## src/rtl/alu.sv

```systemverilog
// alu: registered ALU with start-qualified capture, status flags and done pulse
module alu #(
    parameter int WIDTH = 32
) (
    input  logic             clk,
    input  logic             rst,
    input  logic             start,
    input  logic [WIDTH-1:0] alu_src1,
    input  logic [WIDTH-1:0] alu_src2,
    input  logic [2:0]       alu_ctr,
    output logic [WIDTH-1:0] alu_result,
    output logic             zero_bit,
    output logic             carry_out,
    output logic             overflow,
    output logic             done
);

    localparam logic [2:0] OP_AND  = 3'b000;
    localparam logic [2:0] OP_OR   = 3'b001;
    localparam logic [2:0] OP_ADD  = 3'b010;
    localparam logic [2:0] OP_XOR  = 3'b011;
    localparam logic [2:0] OP_NOR  = 3'b100;
    localparam logic [2:0] OP_SLTU = 3'b101;
    localparam logic [2:0] OP_SUB  = 3'b110;
    localparam logic [2:0] OP_SLT  = 3'b111;

    logic             use_sub;
    logic [WIDTH-1:0] b_op;
    logic [WIDTH:0]   sum;
    logic             add_ovf;
    logic             sub_ovf;
    logic [WIDTH-1:0] res_next;
    logic             c_next;
    logic             v_next;

    // shared adder: SUB, SLT and SLTU all run A + ~B + 1 so compares reuse the subtract carry/overflow
    always_comb begin
        use_sub  = (alu_ctr == OP_SUB) || (alu_ctr == OP_SLT) || (alu_ctr == OP_SLTU);
        b_op     = use_sub ? ~alu_src2 : alu_src2;
        sum      = {1'b0, alu_src1} + {1'b0, b_op} + {{WIDTH{1'b0}}, use_sub};
        add_ovf  = (alu_src1[WIDTH-1] == alu_src2[WIDTH-1]) && (sum[WIDTH-1] != alu_src1[WIDTH-1]);
        sub_ovf  = (alu_src1[WIDTH-1] != alu_src2[WIDTH-1]) && (sum[WIDTH-1] != alu_src1[WIDTH-1]);
        res_next = '0;
        case (alu_ctr)
            OP_AND:  res_next = alu_src1 & alu_src2;
            OP_OR:   res_next = alu_src1 | alu_src2;
            OP_ADD:  res_next = sum[WIDTH-1:0];
            OP_XOR:  res_next = alu_src1 ^ alu_src2;
            OP_NOR:  res_next = ~(alu_src1 | alu_src2);
            OP_SLTU: res_next = {{(WIDTH-1){1'b0}}, ~sum[WIDTH]};
            OP_SUB:  res_next = sum[WIDTH-1:0];
            default: res_next = {{(WIDTH-1){1'b0}}, sum[WIDTH-1] ^ sub_ovf};
        endcase
        c_next = ((alu_ctr == OP_ADD) || (alu_ctr == OP_SUB)) ? sum[WIDTH] : 1'b0;
        v_next = (alu_ctr == OP_ADD) ? add_ovf : (alu_ctr == OP_SUB) ? sub_ovf : 1'b0;
    end

    // capture on start, hold otherwise; reset wins over start
    always_ff @(posedge clk) begin
        if (!rst) begin
            alu_result <= '0;
            zero_bit   <= 1'b1;
            carry_out  <= 1'b0;
            overflow   <= 1'b0;
            done       <= 1'b0;
        end else if (start) begin
            alu_result <= res_next;
            zero_bit   <= (res_next == '0);
            carry_out  <= c_next;
            overflow   <= v_next;
            done       <= 1'b1;
        end else begin
            done       <= 1'b0;
        end
    end

endmodule

```

## config.mk

```make
export PLATFORM = sky130hd
export DESIGN_NAME = alu
export DESIGN_NICKNAME = d
export VERILOG_FILES = /design/src/rtl/alu.sv
export SDC_FILE = /design/constraint.sdc
export NUM_CORES = 1
export LEC_CHECK = 0
export CORE_ASPECT_RATIO = 0.7
export CORE_MARGIN = 2
export CORE_UTILIZATION = 40
export DETAILED_ROUTE_END_ITERATION = 8
export HOLD_SLACK_MARGIN = 0.12
export PLACE_DENSITY = 0.68
export SYNTH_ARGS = -nofsm -noshare
export SYNTH_HDL_FRONTEND = slang
export SYNTH_SLANG_ARGS = --single-unit
```

## constraint.sdc

```tcl
create_clock -name clk -period 5.6 [get_ports clk]
set_input_delay 0.56 -clock clk [delete_from_list [all_inputs] [get_ports clk]]
set_output_delay 0.56 -clock clk [all_outputs]
set_load 0.005 [all_outputs]
```

After elaboration in Yosys (flattened, before gate mapping)
Index checks and enable logic that the tools add are counted. W data, S select, Z words.

Register bits: 36. Output and inout port bits: 36. Logic and storage cells: 38.

$add $sub $neg: 2. Equality and inequality tests: 10. Muxes and demuxes: 6. Bitwise operators: 7. Reductions and logical operators: 8.

Operator list (count): $pmux W32 S6 (1); $not A32 Y32 (2); $add A32 B32 Y33 (1); $add A33 B1 Y33 (1); $and A32 B32 Y32 (1); $logic_not A32 Y1 (1); $mux W32 (1); $or A32 B32 Y32 (1); $xor A32 B32 Y32 (1); $eq A3 B3 Y1 const B (4); $eq A3 B2 Y1 const B (2); $mux W1 (4); $eq A3 B1 Y1 const B (1); $logic_not A3 Y1 (1); $logic_or A1 B1 Y1 (3); $logic_and A1 B1 Y1 (2); $ne A1 B1 Y1 (2); $reduce_or A2 Y1 (1); $eq A1 B1 Y1 (1); $not A1 Y1 (1); $xor A1 B1 Y1 (1).

Logic depth before layout (Yosys ltp)
Depth after elaboration: 11. Gate-level depth with buffers: 15. Depth with buffers taken out: 14.

Worst setup path after synthesis
OpenSTA, ideal clock, no wires.

Path kind: input-to-reg. From: input port alu_ctr[1]. To: register zero_bit. Data arrival time: 3.928 ns. Data required time: 5.516 ns. Slack: 1.588 ns. Cell stages on the path: 14. Path buffers: 1. Cell sequence: o21ai_2 buf_1 xnor2_1 ha_1 nand2_1 o31ai_1 o211ai_1 a21oi_2 nor2_1 xnor2_1 a221o_1 a2111oi_0 nand4_1 o31ai_2.

Cells in the longest elaborated chain, start to end: 11.

RTL lines: start, declared (RTL line 10) `input logic [2:0] alu_ctr,`; $eq A3 B3 Y1 (on tied branches) (RTL line 38, 44); $logic_or A1 B1 Y1 (2 in series) (RTL line 38) `use_sub = (alu_ctr == OP_SUB) || (alu_ctr == OP_SLT) || (alu_ctr == OP_SLTU);`; $mux W32 (RTL line 39) `b_op = use_sub ? ~alu_src2 : alu_src2;`; $add A32 B32 Y33 (RTL line 40) `sum = {1'b0, alu_src1} + {1'b0, b_op} + {{WIDTH{1'b0}}, use_sub};`; $add A33 B1 Y33 (RTL line 40); $ne A1 B1 Y1 (RTL line 42) `sub_ovf = (alu_src1[WIDTH-1] != alu_src2[WIDTH-1]) && (sum[WIDTH-1] != alu_src1[WIDTH-1]);`; $logic_and A1 B1 Y1 (RTL line 42); $xor A1 B1 Y1 (RTL line 52) `default: res_next = {{(WIDTH-1){1'b0}}, sum[WIDTH-1] ^ sub_ovf};`; $pmux W32 S6 * (RTL line 44) `case (alu_ctr)`; $logic_not A32 Y1 * (RTL line 68) `zero_bit <= (res_next == '0);`; end signal, assigned (RTL line 68); end, declared (RTL line 12) `output logic zero_bit,`.

Mark *: on every way between the ends. The rest lies on a longest branch, timed or not. A chain may end at the register's enable or synchronous reset.

Worst setup path after layout
Ends and elaborated chain as after synthesis.

==> impl_metrics.csv <==
group,metric,value,unit
clock_network,cts_buffers,5,
die,die_area,15200,sq um
placement,place_congestion,0.9520,
clock_network,ctsRootBufferMaster,"clkbuf_16",
worst_setup_path,r2r_start,"alu_result[20]",
worst_setup_path,worstPathMaxFanout,14,
worst_setup_path,cp_common_cell,"nand4_1",
die,die_x,146.5,microns
worst_setup_path,worstPathCellList,"clkdlybuf4s50_1 -> o21ai_4 -> buf_4 -> nor2_1 -> a21oi_1 -> fa_1 -> nand3b_1 -> a211oi_1 -> nor3_1 -> o41ai_1 -> xor2_1 -> a221oi_1 -> nand4_1 -> a2111oi_0 -> nand4_1 -> o31ai_2",
pwr,powerDensity,186.8,nW/um^2
die,initial_core_util,40.85,%
drt,routed_wl,17660,microns
global_routing,grt_pass1_vias,5186,
worst_setup_path,worstPathRequired,5.80,ns
clock_network,htree_levels,2,
clock_network,cts_tree,"built",
clock_network,clkSinkCount,36,
drt,ant_nets,0,
global_routing,antenna_found_initial,0,
sta,post-route-period-util,83.35,%
worst_setup_path,cp.arrival,4.86,ns
layout,mostFrequentLayoutCell,"clkdlybuf4s50_1",
die,rows,36,
synth,avgSynthCellArea,7.197,sq um
layout,nets,1029,
sta,hold_viol_final,0,
drt,vias_per_cell,5.663,
layout,diodes,0,
placement,dpl.hpwl,13730,microns
global_routing,grt_util_all_layers,22.47,%
layout,area_growth,23.59,%
synth,synth_cell_types,65,
pwr,power,1.313,mW
drt,num_vias,5963,
worst_setup_path,cp_num_buf_inv,2,
die,die_h,103.7,microns
global_routing,overflow,0,
layout,drive_gt1_share,4.171,%
drt,first_pass_iters,5,
worst_setup_path,cp_top_family,"compound AO/OA/AOI/OAI gates",
clock_network,clk_latency,0.28,ns
worst_setup_path,cp-start-kind,"primary input",
run,maxCapViolations,0,
worst_setup_path,cp_slowest_cell,"a221oi_1",
clock_network,cts_setup_buffers,0,
sta,tns,0,ns
sta,setup_violations,0,
worst_setup_path,ff2ff_path_depth,2,
drt,wl_per_cell,16.77,microns
min_path,hp-start,"overflow",
sta,fin_crit,4.668,ns
run_status,status,"finished, final reports clean",
layout,fillers,1372,
sta,worst_clock_skew,0,ns
synth,async_flop_share,0,%
sta,rsz0062_at_grt,"no",
synth,ys_seq_area_share,12.68,%
worst_setup_path,max_stage_delay,0.61,ns
die,pin_count,106,
worst_setup_path,timing.rr.end,"alu_result[20]",
clock_network,clk_pin_slew,0.05,ns
worst_setup_path,crit_type,"in -> reg",
global_routing,grt_pass1_wl,28220,microns
global_routing,grt_max_degree,78,
synth,syn_inst,790,
worst_setup_path,r2r_slack,4.82,ns
worst_setup_path,cp-end-kind,"register",
sta,slew_headroom,22.91,%
synth,synth_seq_cells,36,
worst_setup_path,cp.depth,16,
min_path,hold_path_class,"reg -> reg",
synth,ys_warn_count,0,
clock_network,cts.hold.buffers_added,0,
min_path,min_to,"overflow",
drt,drc_errors,0,
min_path,hold_depth,2,
clock_network,cts_buffer_depth,2,
sta,worst_slew_pin_slew,1.150,ns
synth,ys.flop_type,"dfxtp_1",
pwr,peakVddDrop,98.02,uV
pwr,p_leak,3.016,nW
placement,portBuffers,105,
synth,syn_area,5685,sq um
die,coreArea,13920,sq um
synth,synth_edf_count,0,
layout,final_cell_mix,"103 x clkdlybuf4s50_1, 96 x ha_1, 85 x inv_1, 85 x nor2_1, 60 x nand2_1",
sta,clock.fmax,0.2142,GHz
drt,drt-initial-drc-count,596,
synth,synth_nets,957,
sta,drv_slew,0,
clock_network,post_cts_resized,0,
-- synth_stat cells (3+ instances only) --
master,n,area (sq um)
buf_1,6,22.52
o21bai_1,4,30.03
a221oi_2,4,60.06
xor2_1,12,105.1
nor3_1,15,75.07
a21o_1,3,22.52
o21a_1,4,30.03
nand2_1,60,225.2
ha_1,96,1201
a222oi_1,3,30.03
buf_2,3,15.01
o41ai_1,3,26.28
nand2b_1,5,31.28
o21ai_0,48,240.2
nor2_1,85,319.1
o22ai_1,3,18.77
a22oi_1,12,90.09
a21oi_1,49,245.2
inv_1,85,319.1
a221o_1,3,30.03
dfxtp_1,36,720.7
mux2i_1,14,140.1
clkbuf_1,41,153.9
nor2b_1,6,37.54
nor4_1,4,25.02
o211ai_1,6,45.04
o31ai_1,4,30.03
a31oi_1,13,81.33
a211oi_1,34,255.2
xnor2_1,45,394.1
nand4_1,19,118.9
nand3_1,10,50.05
a221oi_1,13,113.9
-- how the worst max path moves through the flow --
stage                          start  endpoint  slack, ns
after floorplan           alu_ctr[1]  zero_bit       1.59
after detailed placement  alu_ctr[1]  zero_bit       0.79
final                     alu_ctr[1]  zero_bit       0.93
after CTS                 alu_ctr[1]  zero_bit       1.04
after global routing      alu_ctr[1]  zero_bit       0.66
after global placement    alu_ctr[1]  zero_bit       0.88
-- per-stage QoR --
stage	hold slack, ns	std cells	setup WS (ns)	area (sq um)	util, %
final	0.4775	1053	0.9325	7027	50.49
after global routing	0.5012	1053	0.6634	7027	50.49
after CTS	0.4780	1053	1.043	7027	50.49
after detailed placement	0.4632	1045	0.7853	6878	49.42
after global placement	0.4684	1045	0.8839	6878	49.42
after floorplan	0.4575	790	1.588	5685	-
-- layout make-up --
cell class | instances | area, sq um | area share (%)
clock buffers | 6 | 138.9 | 1.976
well taps | 190 | 237.7 | 3.383
clock inverters | 2 | 10.01 | 0.1425
inverters | 85 | 319.1 | 4.541
repair buffers | 116 | 1136 | 16.17
flip-flops and latches | 36 | 720.7 | 10.26
multi-input cells | 618 | 4464 | 63.53
-- worst min-delay path: cells and delay by family, from the launching register on --
kind,cells,cell delay [ns]
and+or+nand+nor,1,0.06
AOI/OAI and AO/OA,1,0.07
DFF,1,0.30
-- cell families after synthesis --
logic type	after synthesis	share of synthesized area [%]
AOI/OAI and AO/OA	233	28.35
xor gates and xnor gates	57	8.781
adders and majority gates	97	21.48
buffers and inverters	136	9.067
DFF	36	12.68
muxes	14	2.465
and+or+nand+nor	217	17.19
-- where the power goes --
group / internal (mW) / switching, mW / leakage, nW / total, mW
logic: 0.320 / 0.425 / 2.64 / 0.745
registers: 0.278 / 0.0140 / 0.298 / 0.292
clock network: 0.175 / 0.101 / 0.0766 / 0.276
-- layer usage --
| metal | vias to the layer above | GRT usage [%] | routed length (microns) |
|---|---|---|---|
| met5 | - | 0 | 0 |
| li1 | 2970 | - | - |
| met4 | 0 | 1.872 | 36 |
| met3 | 5 | 3.040 | 1471 |
| met1 | 2746 | 37.47 | 9376 |
| met2 | 242 | 30.73 | 6770 |
-- state kept, by name, summed over array words and instances, names as in the netlist --
name        count
done            1
overflow        1
alu_result     32
carry_out       1
zero_bit        1
Note: power is estimated with default switching activity, not from simulation.
